===== src/rtl/alu_md_control.sv =====
// ALU operation decoder plus an iterative RV32M/RV64M multiply/divide sequencer.
// The sequencer stalls the pipeline via o_busy and pulses o_done when o_md_result is valid.
module alu_md_control #(
   parameter int XLEN = 32
) (
   input  logic            i_clk,
   input  logic            i_rst,
   input  logic            i_valid,
   input  logic [6:0]      i_opcode,
   input  logic [6:0]      i_funct7,
   input  logic [2:0]      i_funct3,
   input  logic [2:0]      i_aluop,
   input  logic [XLEN-1:0] i_rs1,
   input  logic [XLEN-1:0] i_rs2,
   output logic [3:0]      o_alu_operation,
   output logic            o_md_sel,
   output logic            o_busy,
   output logic            o_done,
   output logic [XLEN-1:0] o_md_result
);

   localparam int CW = $clog2(XLEN + 1);
   localparam logic [6:0] OP_R = 7'b0110011;
   localparam logic [6:0] OP_I = 7'b0010011;
   localparam logic [6:0] F7_BASE = 7'h00;
   localparam logic [6:0] F7_ALT = 7'h20;
   localparam logic [6:0] F7_M = 7'h01;
   localparam logic [XLEN-1:0] ZERO_X = {XLEN{1'b0}};
   localparam logic [XLEN-1:0] ONES_X = {XLEN{1'b1}};
   localparam logic [XLEN-1:0] ONE_X = {{(XLEN-1){1'b0}}, 1'b1};
   localparam logic [XLEN-1:0] MIN_X = {1'b1, {(XLEN-1){1'b0}}};
   localparam logic [2*XLEN-1:0] ONE_2X = {{(2*XLEN-1){1'b0}}, 1'b1};

   typedef enum logic [1:0] {
      S_IDLE = 2'd0,
      S_CALC = 2'd1,
      S_DONE = 2'd2
   } state_t;

   state_t            state;
   logic [CW-1:0]     cnt;
   logic [XLEN-1:0]   hi_r, lo_r, opnd_r;
   logic [2:0]        f3_r;
   logic              neg_r, rneg_r;

   logic              md_op, start, alt;
   logic [3:0]        alu_op;
   logic              a_signed, b_signed, a_neg, b_neg;
   logic [XLEN-1:0]   a_mag, b_mag;
   logic              div_zero, div_ovf, fast;
   logic [XLEN-1:0]   fast_res;
   logic [XLEN:0]     mul_sum, div_shift;
   logic              div_ge;
   logic [XLEN-1:0]   nhi, nlo, quo_fix, rem_fix, md_res;
   logic [2*XLEN-1:0] prod, prod_fix;

   // ALU operation decode from the main-control class and instruction fields
   always_comb begin
      alu_op = 4'h0;
      alt = (i_funct7 == F7_ALT);
      if (i_aluop == 3'd1) begin
         alu_op = 4'h1;
      end else if (i_aluop == 3'd2 && i_opcode == OP_R) begin
         if (i_funct7 == F7_M) begin
            alu_op = 4'h2;
         end else if (i_funct7 == F7_BASE || alt) begin
            case (i_funct3)
               3'd0:    alu_op = alt ? 4'h1 : 4'h0;
               3'd1:    alu_op = 4'h3;
               3'd2:    alu_op = 4'h4;
               3'd3:    alu_op = 4'h4;
               3'd4:    alu_op = 4'h5;
               3'd5:    alu_op = alt ? 4'hB : 4'h6;
               3'd6:    alu_op = 4'h7;
               3'd7:    alu_op = 4'h8;
               default: alu_op = 4'h0;
            endcase
         end else begin
            alu_op = 4'h0;
         end
      end else if (i_aluop == 3'd2 && i_opcode == OP_I) begin
         case (i_funct3)
            3'd0:    alu_op = 4'h0;
            3'd1:    alu_op = 4'h9;
            3'd2:    alu_op = 4'h4;
            3'd3:    alu_op = 4'h4;
            3'd4:    alu_op = 4'h5;
            3'd5:    alu_op = alt ? 4'hC : 4'hA;
            3'd6:    alu_op = 4'h7;
            3'd7:    alu_op = 4'h8;
            default: alu_op = 4'h0;
         endcase
      end else begin
         alu_op = 4'h0;
      end
   end

   assign md_op = (i_aluop == 3'd2) && (i_opcode == OP_R) && (i_funct7 == F7_M);
   assign start = i_valid && md_op && (state == S_IDLE) && !i_rst;
   assign o_busy = !i_rst && (start || state == S_CALC);
   assign o_md_sel = md_op;
   assign o_alu_operation = alu_op;

   // Operand magnitudes, sign flags and fast-path detection for the start cycle
   always_comb begin
      a_signed = (i_funct3 == 3'd0) || (i_funct3 == 3'd1) || (i_funct3 == 3'd2) ||
                 (i_funct3 == 3'd4) || (i_funct3 == 3'd6);
      b_signed = (i_funct3 == 3'd0) || (i_funct3 == 3'd1) ||
                 (i_funct3 == 3'd4) || (i_funct3 == 3'd6);
      a_neg = a_signed && i_rs1[XLEN-1];
      b_neg = b_signed && i_rs2[XLEN-1];
      a_mag = a_neg ? (~i_rs1 + ONE_X) : i_rs1;
      b_mag = b_neg ? (~i_rs2 + ONE_X) : i_rs2;
      div_zero = i_funct3[2] && (i_rs2 == ZERO_X);
      div_ovf = i_funct3[2] && !i_funct3[0] && (i_rs1 == MIN_X) && (i_rs2 == ONES_X);
      fast = div_zero || div_ovf;
      if (div_zero) begin
         fast_res = i_funct3[1] ? i_rs1 : ONES_X;
      end else begin
         fast_res = i_funct3[1] ? ZERO_X : i_rs1;
      end
   end

   // One radix-2 step: shift-add multiply or restoring divide, then sign fix-up
   always_comb begin
      mul_sum = {1'b0, hi_r} + (lo_r[0] ? {1'b0, opnd_r} : {1'b0, ZERO_X});
      div_shift = {hi_r, lo_r[XLEN-1]};
      div_ge = (div_shift >= {1'b0, opnd_r});
      if (f3_r[2]) begin
         nhi = div_ge ? (div_shift[XLEN-1:0] - opnd_r) : div_shift[XLEN-1:0];
         nlo = {lo_r[XLEN-2:0], div_ge};
      end else begin
         nhi = mul_sum[XLEN:1];
         nlo = {mul_sum[0], lo_r[XLEN-1:1]};
      end
      prod = {nhi, nlo};
      prod_fix = neg_r ? (~prod + ONE_2X) : prod;
      quo_fix = neg_r ? (~nlo + ONE_X) : nlo;
      rem_fix = rneg_r ? (~nhi + ONE_X) : nhi;
      case (f3_r)
         3'd0:    md_res = prod_fix[XLEN-1:0];
         3'd1:    md_res = prod_fix[2*XLEN-1:XLEN];
         3'd2:    md_res = prod_fix[2*XLEN-1:XLEN];
         3'd3:    md_res = prod_fix[2*XLEN-1:XLEN];
         3'd4:    md_res = quo_fix;
         3'd5:    md_res = quo_fix;
         3'd6:    md_res = rem_fix;
         3'd7:    md_res = rem_fix;
         default: md_res = ZERO_X;
      endcase
   end

   // Sequencer FSM with registered result and done pulse
   always_ff @(posedge i_clk) begin
      if (i_rst) begin
         state       <= S_IDLE;
         cnt         <= {CW{1'b0}};
         hi_r        <= ZERO_X;
         lo_r        <= ZERO_X;
         opnd_r      <= ZERO_X;
         f3_r        <= 3'd0;
         neg_r       <= 1'b0;
         rneg_r      <= 1'b0;
         o_md_result <= ZERO_X;
         o_done      <= 1'b0;
      end else begin
         o_done <= 1'b0;
         case (state)
            S_IDLE: begin
               if (start) begin
                  f3_r   <= i_funct3;
                  neg_r  <= a_neg ^ b_neg;
                  rneg_r <= a_neg;
                  hi_r   <= ZERO_X;
                  cnt    <= CW'(XLEN);
                  if (fast) begin
                     o_md_result <= fast_res;
                     o_done      <= 1'b1;
                     state       <= S_DONE;
                  end else begin
                     // divide: opnd = divisor, lo = dividend; multiply: opnd = multiplicand
                     opnd_r <= i_funct3[2] ? b_mag : a_mag;
                     lo_r   <= i_funct3[2] ? a_mag : b_mag;
                     state  <= S_CALC;
                  end
               end
            end
            S_CALC: begin
               hi_r <= nhi;
               lo_r <= nlo;
               cnt  <= cnt - CW'(1);
               if (cnt == CW'(1)) begin
                  o_md_result <= md_res;
                  o_done      <= 1'b1;
                  state       <= S_DONE;
               end
            end
            S_DONE:  state <= S_IDLE;
            default: state <= S_IDLE;
         endcase
      end
   end

endmodule

===== config.mk =====
export PLATFORM = sky130hd
export DESIGN_NAME = alu_md_control
export DESIGN_NICKNAME = d
export VERILOG_FILES = /design/src/rtl/alu_md_control.sv
export SDC_FILE = /design/constraint.sdc
export NUM_CORES = 1
export LEC_CHECK = 0
export CORE_MARGIN = 3
export CORE_UTILIZATION = 50
export DETAILED_ROUTE_END_ITERATION = 10
export PLACE_DENSITY_LB_ADDON = 0.1
export SLEW_MARGIN = 20
export SYNTH_ARGS = -nofsm -noshare
export SYNTH_HDL_FRONTEND = slang
export SYNTH_SLANG_ARGS = --single-unit
export TNS_END_PERCENT = 100

===== constraint.sdc =====
create_clock -name i_clk -period 15.2 [get_ports i_clk]
set_input_delay 3.04 -clock i_clk [delete_from_list [all_inputs] [get_ports i_clk]]
set_output_delay 3.04 -clock i_clk [all_outputs]
set_load 0.02 [all_outputs]

==> results of run 1 <==
[worst reg2reg max path, delay by kind of cell (launching register included)]
kind                     cells  cell delay, ns
AO/OA/AOI/OAI                7            1.87
adder cells (fa/ha/maj)      2            0.58
buffers and inverters        3            0.42
flip-flops                   1            0.50
AND/OR/NAND/NOR              8            2.82
[worst max-delay path by stage]
stage           startpoint     end  slack (ns)
2_1_floorplan  i_opcode[3]  o_busy        6.21
3_3_place_gp   i_opcode[3]  o_busy        5.41
3_5_place_dp   i_opcode[3]  o_busy        5.33
4_1_cts        i_opcode[3]  o_busy        5.31
5_1_grt        i_opcode[3]  o_busy        5.07
6_report       i_opcode[3]  o_busy        5.22
[per-layer routing]
| metal | up-vias | part of all wire | global-route usage |
|---|---|---|---|
| met1 | 9091 | 0.39 | 0.484 |
| met3 | 219 | 0.10 | 0.0907 |
| met5 | - | 0 | 0 |
| li1 | 8927 | - | - |
| met4 | 0 | 0.075 | 0.250 |
| met2 | 1056 | 0.43 | 0.602 |
[stage by stage]
step,std cells,util
after global placement,2868,0.559
after global routing,2900,0.577
final,2900,0.577
after floorplan,2438,-
after CTS,2900,0.577
after detailed placement,2868,0.559
[synthesized netlist by cell type, types with 6 or more instances]
| master | n |
|---|---|
| a21boi_0 | 6 |
| nor4_1 | 33 |
| mux2i_1 | 53 |
| o211ai_1 | 34 |
| a211oi_1 | 45 |
| o21ai_1 | 9 |
| maj3_1 | 22 |
| a22oi_1 | 10 |
| a21oi_1 | 264 |
| ha_1 | 70 |
| nand2_1 | 269 |
| mux2_2 | 12 |
| o2111ai_1 | 8 |
| a211o_1 | 7 |
| a221oi_1 | 19 |
| clkbuf_1 | 127 |
| and2_1 | 43 |
| nand3_1 | 76 |
| xor2_1 | 74 |
| o41ai_1 | 13 |
| nand2b_1 | 16 |
| a311oi_1 | 12 |
| o22ai_1 | 33 |
| nor3b_1 | 9 |
| or3_1 | 17 |
| o31ai_1 | 23 |
| o21bai_1 | 9 |
| xnor2_1 | 85 |
| nand4_1 | 35 |
| nor2b_1 | 10 |
| or4_1 | 16 |
| a31oi_1 | 29 |
| o21a_1 | 15 |
| a21o_1 | 22 |
| a221o_1 | 6 |
| inv_1 | 83 |
| dfxtp_1 | 142 |
| buf_1 | 14 |
| or2_2 | 17 |
| buf_2 | 15 |
| nor2_1 | 296 |
| and3_1 | 14 |
| nor3_1 | 77 |
| o21ai_0 | 151 |
[final cells by class]
| class | instances | area [sq um] | share of cell area |
|---|---|---|---|
| Clock buffer | 17 | 425 | 0.0230 |
| Clock inverter | 15 | 165 | 0.00895 |
| Inverter | 85 | 319 | 0.0173 |
| Multi-Input combinational cell | 2052 | 12700 | 0.688 |
| Sequential cell | 142 | 2850 | 0.154 |
| Tap cell | 435 | 544 | 0.0295 |
| Timing Repair Buffer | 154 | 1460 | 0.0792 |
[power by group through the flow]
stage	Sequential [uW]	Clock, uW	Combinational (uW)
2_1_floorplan	380	0	57.6
5_1_grt	371	453	125
6_report	372	438	117
4_1_cts	372	439	116
3_5_place_dp	380	0	115
3_3_place_gp	380	0	114
[registers in the layout, summed over array words and instances (netlist names)]
| name | count |
|---|---|
| rneg_r | 1 |
| f3_r | 3 |
| neg_r | 1 |
| hi_r | 32 |
| opnd_r | 32 |
| state | 2 |
| lo_r | 32 |
| o_done | 1 |
| cnt | 6 |
| o_md_result | 32 |
[logic make-up after synthesis]
family | Yosys count | synth area share
flops | 142 | 0.173
mux | 67 | 0.0420
simple gates | 959 | 0.276
buf+inv | 244 | 0.0579
fa+ha+maj | 94 | 0.0690
xor+xnor | 159 | 0.0846
compound gates | 773 | 0.297
[layout by cell type, fill, tap and decap left out, drive strengths merged, types with 8 or more instances in the layout]
master / n
nor3: 79
nand2b: 16
o21ai: 160
mux2: 14
a221oi: 19
clkbuf: 17
a21o: 23
xnor2: 85
ha: 70
xor2: 74
nor4: 39
a31oi: 29
and2: 44
a21oi: 264
o21bai: 9
nand2: 269
a311oi: 12
nand4: 35
maj3: 22
clkdlybuf4s50: 123
o41ai: 13
dfxtp: 142
and3: 14
or4: 17
o21a: 15
mux2i: 53
nand3: 77
or2: 17
or3: 17
o211ai: 36
a22oi: 10
o22ai: 33
o2111ai: 8
nor2b: 10
buf: 31
nor2: 297
inv: 95
o31ai: 24
a211oi: 46
nor3b: 9
==> impl_metrics.tcl, run 1 <==
set metrics [dict create \
    cp.buffers_inverters 3 \
    r2r-end "o_md_result[20]$_SDFFE_PP0P_" \
    nFillCells 3142 \
    rsz0062_at_grt "false" \
    port_buffers 125 \
    ios 126 \
    fin_area_sq_um 18500 \
    reg2reg_depth 20 \
    hold_path_end "cnt[5]$_SDFFE_PP0P_" \
    die_y_um 187 \
    netlist-cell-type-count 92 \
    end_kind "output pin" \
    hold_depth 1 \
    max-cap-violations 0 \
    routed_wl_um 71200 \
    post-place-ws_ns 5.33 \
    synthFlopType "dfxtp_1" \
    path_common_cell "nor2_1" \
    path_class "in2out" \
    fin_total_pwr_uw 927 \
    synthArstFlopShare 0 \
    place_congestion 1.05 \
    antenna_found_initial 0 \
    critPathTopFamily "simple AND/OR/NAND/NOR gates" \
    p_seq_frac 0.401 \
    initial_core_util 0.515 \
    fin_crit_ns 9.98 \
    syn_nets 2597 \
    cts_tree "yes" \
    synth_seq_area_share 0.173 \
    drc_errors 0 \
    core_area_sq_um 32000 \
    synth_area_leaders "dfxtp_1 (17%), a21oi_1 (8.0%), nor2_1 (6.8%)" \
    ctsResizeCount 0 \
    post_cts_buffers 0 \
    hold_path.startpoint "cnt[5]$_SDFFE_PP0P_" \
    path_cells "clkdlybuf4s50_1, or4b_1, or4_1, nor2_1, nand3_1, nor3b_1, and2_1, nor2_1, buf_4, nor2_1, clkdlybuf4s50_1" \
    hold_slack_ns 0.468 \
    p_int_uw 650 \
    p_sw_uw 277 \
    required_ns 12.16 \
    final_nets 2611 \
    dpl.hpwl_um 55800 \
    grt_start_max_net_pins 99 \
    setup_violations 0 \
    cp.arrival_ns 6.94 \
    reg2reg_slack_ns 8.87 \
    final.setup_skew_ns 0.0173 \
    die_x_um 187 \
    ys_warn_count 0 \
    r2r_start "opnd_r[18]$_SDFFE_PP0P_" \
    crit_slowest_cell "clkdlybuf4s50_1" \
    p_clk_frac 0.473 \
    synth_top_area_cell "dfxtp_1" \
    start_kind "input port" \
    p_leak_uw 0.00693 \
    grt_pass1_wl_um 106000 \
    tightest_slew_ns 1.16 \
    synth_edf_count 0 \
    netlist.area_leader.share 0.173 \
    num_antenna_cells 0 \
    hold_viol 0 \
    dr.pass1.iters 6 \
    clock_latency_ns 0.45 \
    hold_class "reg2reg" \
    cts_made_buffers 17 \
    slew_headroom 0.230 \
    track_usage 0.388 \
    die_area_sq_um 35100 \
    p_per_area_nw_per_um2 50.2 \
    wire_per_inst_um 24.5 \
    synthToLayoutAreaGrowth_pct 12.1 \
    pwr-share-comb 0.126 \
    setup_ws_ns 5.22 \
    slew_viol_final 0 \
    outcome "complete, no violations" \
    cp_max_fo 10 \
    row_count 65 \
    power_switching_share 0.299 \
    period_share 0.656 \
    dpl-instance-area_sq_um 17900 \
    synth-seq-cells 142 \
    finalSetupTns_ns 0 \
    syn-instance-count 2438 \
    grt_pass1_vias 17700 \
    drtIter0Drc 2215 \
    peakVddDrop_uv 74.4 \
    crit_cells 11 \
    clk_pin_slew_ns 0.06 \
    ant_nets 0 \
    synth.avg_cell_area_sq_um 6.75 \
    cts_max_path_buffers 2 \
    fmax_mhz 100 \
    vias_per_cell 6.65 \
    dr_total_vias 19300 \
    hold_buffers 0 \
    numClockSinks 142 \
    critPathMaxStageDelay_ns 0.63 \
    drive_gt1_frac 0.0515 \
    syn_area_sq_um 16500 \
    htreeDepth 4 \
    root_buffer "clkbuf_16" \
    grt_overflow 0 \
]
Note: power is estimated with default switching activity, not from simulation.
==> run 2: changes to the inputs <==
==> constraint.sdc (replaced) <==
create_clock -name i_clk -period 10.3 [get_ports i_clk]
set_input_delay 2.06 -clock i_clk [delete_from_list [all_inputs] [get_ports i_clk]]
set_output_delay 2.06 -clock i_clk [all_outputs]
set_load 0.02 [all_outputs]
==> impl_metrics.tcl, run 2 (synthesis gave the netlist of run 1 again) <==
set metrics [dict create \
    path_class "in2out" \
    layoutNonFillerInstCount 2902 \
    end_kind "output pin" \
    rsz0062_at_grt "false" \
    ant_nets 0 \
    grt_start_max_net_pins 90 \
    final.setup_skew_ns 0.0106 \
    drtIter0Drc 2445 \
    place_congestion 1.02 \
    hold_class "reg2reg" \
    p_per_area_nw_per_um2 73.4 \
    power_switching_share 0.305 \
    pwr-share-comb 0.129 \
    fin_crit_ns 7.89 \
    cts_tree "yes" \
    drive_gt1_frac 0.0515 \
    p_clk_frac 0.466 \
    p_sw_uw 413 \
    setup_violations 0 \
    max-cap-violations 0 \
    post_cts_buffers 0 \
    hold_buffers 0 \
    hold_viol 0 \
    initial_core_util 0.515 \
    start_kind "input port" \
    critPathMaxStageDelay_ns 0.63 \
    critPathTopFamily "simple AND/OR/NAND/NOR gates" \
    outcome "complete, no violations" \
    nFillCells 3152 \
    dr_total_vias 19400 \
    path_common_cell "nor2_1" \
    clock_latency_ns 0.45 \
    row_count 65 \
    htreeDepth 4 \
    mostFrequentLayoutCell "nor2_1" \
    tightest_slew_ns 1.04 \
    port_buffers 125 \
    grt_pass1_vias 17800 \
    grt_pass1_wl_um 107000 \
    p_leak_uw 0.00693 \
    cp.buffers_inverters 3 \
    cts_made_buffers 17 \
    mostFrequentLayoutCells "nor2_1 (294), nand2_1 (269), a21oi_1 (263)" \
    peakVddDrop_uv 115 \
    root_buffer "clkbuf_16" \
    slew_viol_final 0 \
    numClockSinks 142 \
    routed_wl_um 71800 \
    antenna_found_initial 2 \
    core_area_sq_um 32000 \
    slew_headroom 0.301 \
    period_share 0.766 \
    dr.pass1.iters 6 \
    required_ns 8.24 \
    path_cells "clkdlybuf4s50_1, or4b_1, or4_1, nor2_1, nand3_1, nor3b_1, and2_1, nor2_1, buf_4, nor2_1, clkdlybuf4s50_1" \
    cp.arrival_ns 5.83 \
    grt_overflow 0 \
    clk_pin_slew_ns 0.07 \
    dpl-instance-area_sq_um 17900 \
    crit_slowest_cell "clkdlybuf4s50_1" \
    place_inst 2869 \
    fin_total_pwr_uw 1350 \
    dpl.hpwl_um 56000 \
    ios 126 \
    drc_errors 0 \
    wire_per_inst_um 24.7 \
    fin_area_sq_um 18500 \
    cts_max_path_buffers 2 \
    vias_per_cell 6.68 \
    finalSetupTns_ns 0 \
    die_x_um 187 \
    p_seq_frac 0.405 \
    die_y_um 187 \
    ctsResizeCount 0 \
    track_usage 0.391 \
    final_nets 2612 \
    synthToLayoutAreaGrowth_pct 12.1 \
    die_area_sq_um 35100 \
    fmax_mhz 127 \
    cp_max_fo 10 \
    p_int_uw 942 \
]
-- run 2: power groups by stage --
stage	Sequential (uW)	Clock, uW	Combinational, uW
final	548	632	175
after global routing	548	659	186
after CTS	548	631	171
after detailed placement	561	0	171
after global placement	561	0	168
after floorplan	561	0	84.9
-- run 2: area by class of cell --
cell class / count / area, sq um / area share
clock buffer: 18 / 439 / 0.0238
antenna: 1 / 2.50 / 0.000136
multi-input combinational: 2052 / 12700 / 0.688
inverter: 85 / 319 / 0.0173
tap: 435 / 544 / 0.0295
sequential: 142 / 2850 / 0.154
timing repair buffer: 155 / 1470 / 0.0796
clock inverter: 14 / 145 / 0.00786
-- run 2: final timing paths --
check | startpoint | to | slack (ns) | cells after the start
worst max-delay path | i_opcode[2] | o_busy | 2.41 | 11
worst min register to register | cnt[5]$_SDFFE_PP0P_ | cnt[5]$_SDFFE_PP0P_ | 0.49 | 1
worst max register to register | opnd_r[18]$_SDFFE_PP0P_ | o_md_result[20]$_SDFFE_PP0P_ | 4.07 | 20
worst min-delay path | cnt[5]$_SDFFE_PP0P_ | cnt[5]$_SDFFE_PP0P_ | 0.49 | 1
-- run 2: per-stage QoR --
step            util  hold WS, ns  worst slack, ns
2_1_floorplan      -        0.436             3.27
3_3_place_gp   0.559        0.457             2.53
3_5_place_dp   0.559        0.476             2.47
4_1_cts        0.577        0.487             2.43
5_1_grt        0.577        0.509             2.20
6_report       0.577        0.486             2.41
-- run 2: layer usage --
metal	routed length, um	track usage	vias up
met1	27900	0.495	9126
met5	0	0	-
li1	-	-	8929
met2	31300	0.614	1115
met4	5070	0.235	0
met3	7530	0.0793	216
==> run 3: changes to the inputs <==
==> constraint.sdc (replaced) <==
create_clock -name i_clk -period 7.5 [get_ports i_clk]
set_input_delay 1.5 -clock i_clk [delete_from_list [all_inputs] [get_ports i_clk]]
set_output_delay 1.5 -clock i_clk [all_outputs]
set_load 0.02 [all_outputs]
==> impl_metrics.tcl, run 3 (synthesis gave the netlist of run 1 again) <==
set metrics [dict create \
    outcome "complete, no violations" \
    port_buffers 125 \
    path_class "in2out" \
    hold_viol 0 \
    dr.pass1.iters 7 \
    fin_crit_ns 6.47 \
    p_leak_uw 0.00695 \
    slew_headroom 0.339 \
    start_kind "input port" \
    path_common_cell "nor2_1" \
    reg2reg_depth 15 \
    mostFrequentLayoutCell "nor2_1" \
    post_cts_buffers 0 \
    cts_tree "yes" \
    cp_max_fo 10 \
    drtIter0Drc 2377 \
    clock_latency_ns 0.46 \
    row_count 65 \
    required_ns 6.00 \
    hold_class "reg2reg" \
    numClockSinks 142 \
    synthToLayoutAreaGrowth_pct 12.3 \
    dpl.hpwl_um 56200 \
    mostFrequentLayoutCells "nor2_1 (294), nand2_1 (269), a21oi_1 (263)" \
    pwr-share-comb 0.128 \
    peakVddDrop_uv 156 \
    track_usage 0.398 \
    die_y_um 187 \
    grt_pass1_vias 17800 \
    drc_errors 0 \
    path_cells "clkdlybuf4s50_1, or4b_1, or4_1, nor2_1, nand3_1, nor3b_1, and2_1, buf_4, nor2_1, buf_4, nor2_1, clkdlybuf4s50_1" \
    max-cap-violations 0 \
    ant_nets 0 \
    p_clk_frac 0.470 \
    end_kind "output pin" \
    critPathMaxStageDelay_ns 0.63 \
    tightest_slew_ns 0.990 \
    wire_per_inst_um 24.9 \
    setup_violations 0 \
    grt_overflow 0 \
    cts_made_buffers 17 \
    p_sw_uw 560 \
    initial_core_util 0.515 \
    core_area_sq_um 32000 \
    post-route-util 0.578 \
    grt_pass1_wl_um 109000 \
    p_seq_frac 0.402 \
    crit_slowest_cell "clkdlybuf4s50_1" \
    rsz0062_at_grt "false" \
    cts_max_path_buffers 2 \
    hold_depth 2 \
    vias_per_cell 6.73 \
    power_switching_share 0.299 \
    die_area_sq_um 35100 \
    dr_total_vias 19600 \
    routed_wl_um 72500 \
    grt_start_max_net_pins 89 \
    fmax_mhz 154 \
    ctsResizeCount 0 \
    drive_gt1_frac 0.0530 \
    clk_pin_slew_ns 0.07 \
    cp.arrival_ns 4.97 \
    ios 126 \
    slew_viol_final 0 \
    final_nets 2617 \
    place_congestion 1.06 \
    p_per_area_nw_per_um2 101 \
    nFillCells 3134 \
    htreeDepth 4 \
    root_buffer "clkbuf_16" \
    finalSetupTns_ns 0 \
    p_int_uw 1310 \
    final.setup_skew_ns 0.0176 \
    hold_buffers 0 \
    die_x_um 187 \
    antenna_found_initial 2 \
    period_share 0.863 \
]
[run 3: worst max-delay path, delay by kind of cell]
kind	cells	cell delay, ns
buffers and inverters	4	1.43
AND/OR/NAND/NOR	8	2.04
[run 3: cell type report]
class / instances / area [sq um] / area share
sequential: 142 / 2850 / 0.154
inverter: 85 / 319 / 0.0173
timing repair buffer: 160 / 1510 / 0.0815
clock buffer: 18 / 429 / 0.0232
antenna: 2 / 5.00 / 0.000271
tap: 435 / 544 / 0.0294
clock inverter: 14 / 146 / 0.00792
multi-input combinational: 2052 / 12700 / 0.686
[run 3: metrics by stage]
stage / hold slack (ns) / total power (uW) / setup slack [ns] / std cells / cell area, sq um
after global routing: 0.512 / 1920 / 0.709 / 2906 / 18500
after floorplan: 0.436 / 888 / 1.59 / 2438 / 16500
after global placement: 0.450 / 1000 / 1.04 / 2874 / 17900
after CTS: 0.476 / 1870 / 1.04 / 2906 / 18500
final: 0.480 / 1870 / 1.03 / 2908 / 18500
after detailed placement: 0.465 / 1000 / 1.05 / 2874 / 17900
[run 3: path summary, 6_finish.rpt]
check / startpoint / endpoint / slack [ns]
hold reg to reg: opnd_r[3]$_SDFFE_PP0P_ / opnd_r[3]$_SDFFE_PP0P_ / 0.48
setup / recovery: i_opcode[3] / o_busy / 1.03
hold / removal: opnd_r[3]$_SDFFE_PP0P_ / opnd_r[3]$_SDFFE_PP0P_ / 0.48
setup reg to reg: opnd_r[22]$_SDFFE_PP0P_ / o_md_result[28]$_SDFFE_PP0P_ / 1.35
[run 3: power groups by stage]
stage / clock, uW / sequential (uW) / combinational, uW
finish: 880 / 753 / 239
global route: 910 / 753 / 255
CTS: 878 / 753 / 234
detailed placement: 0 / 771 / 234
global placement: 0 / 771 / 230
floorplan: 0 / 771 / 117
[run 3: metal layers]
layer,GRT usage,routed length [um],vias to the layer above
li1,-,-,8940
met1,0.505,28300,9202
met2,0.620,31400,1192
met3,0.0864,7590,236
met4,0.235,5220,0
met5,0,0,-
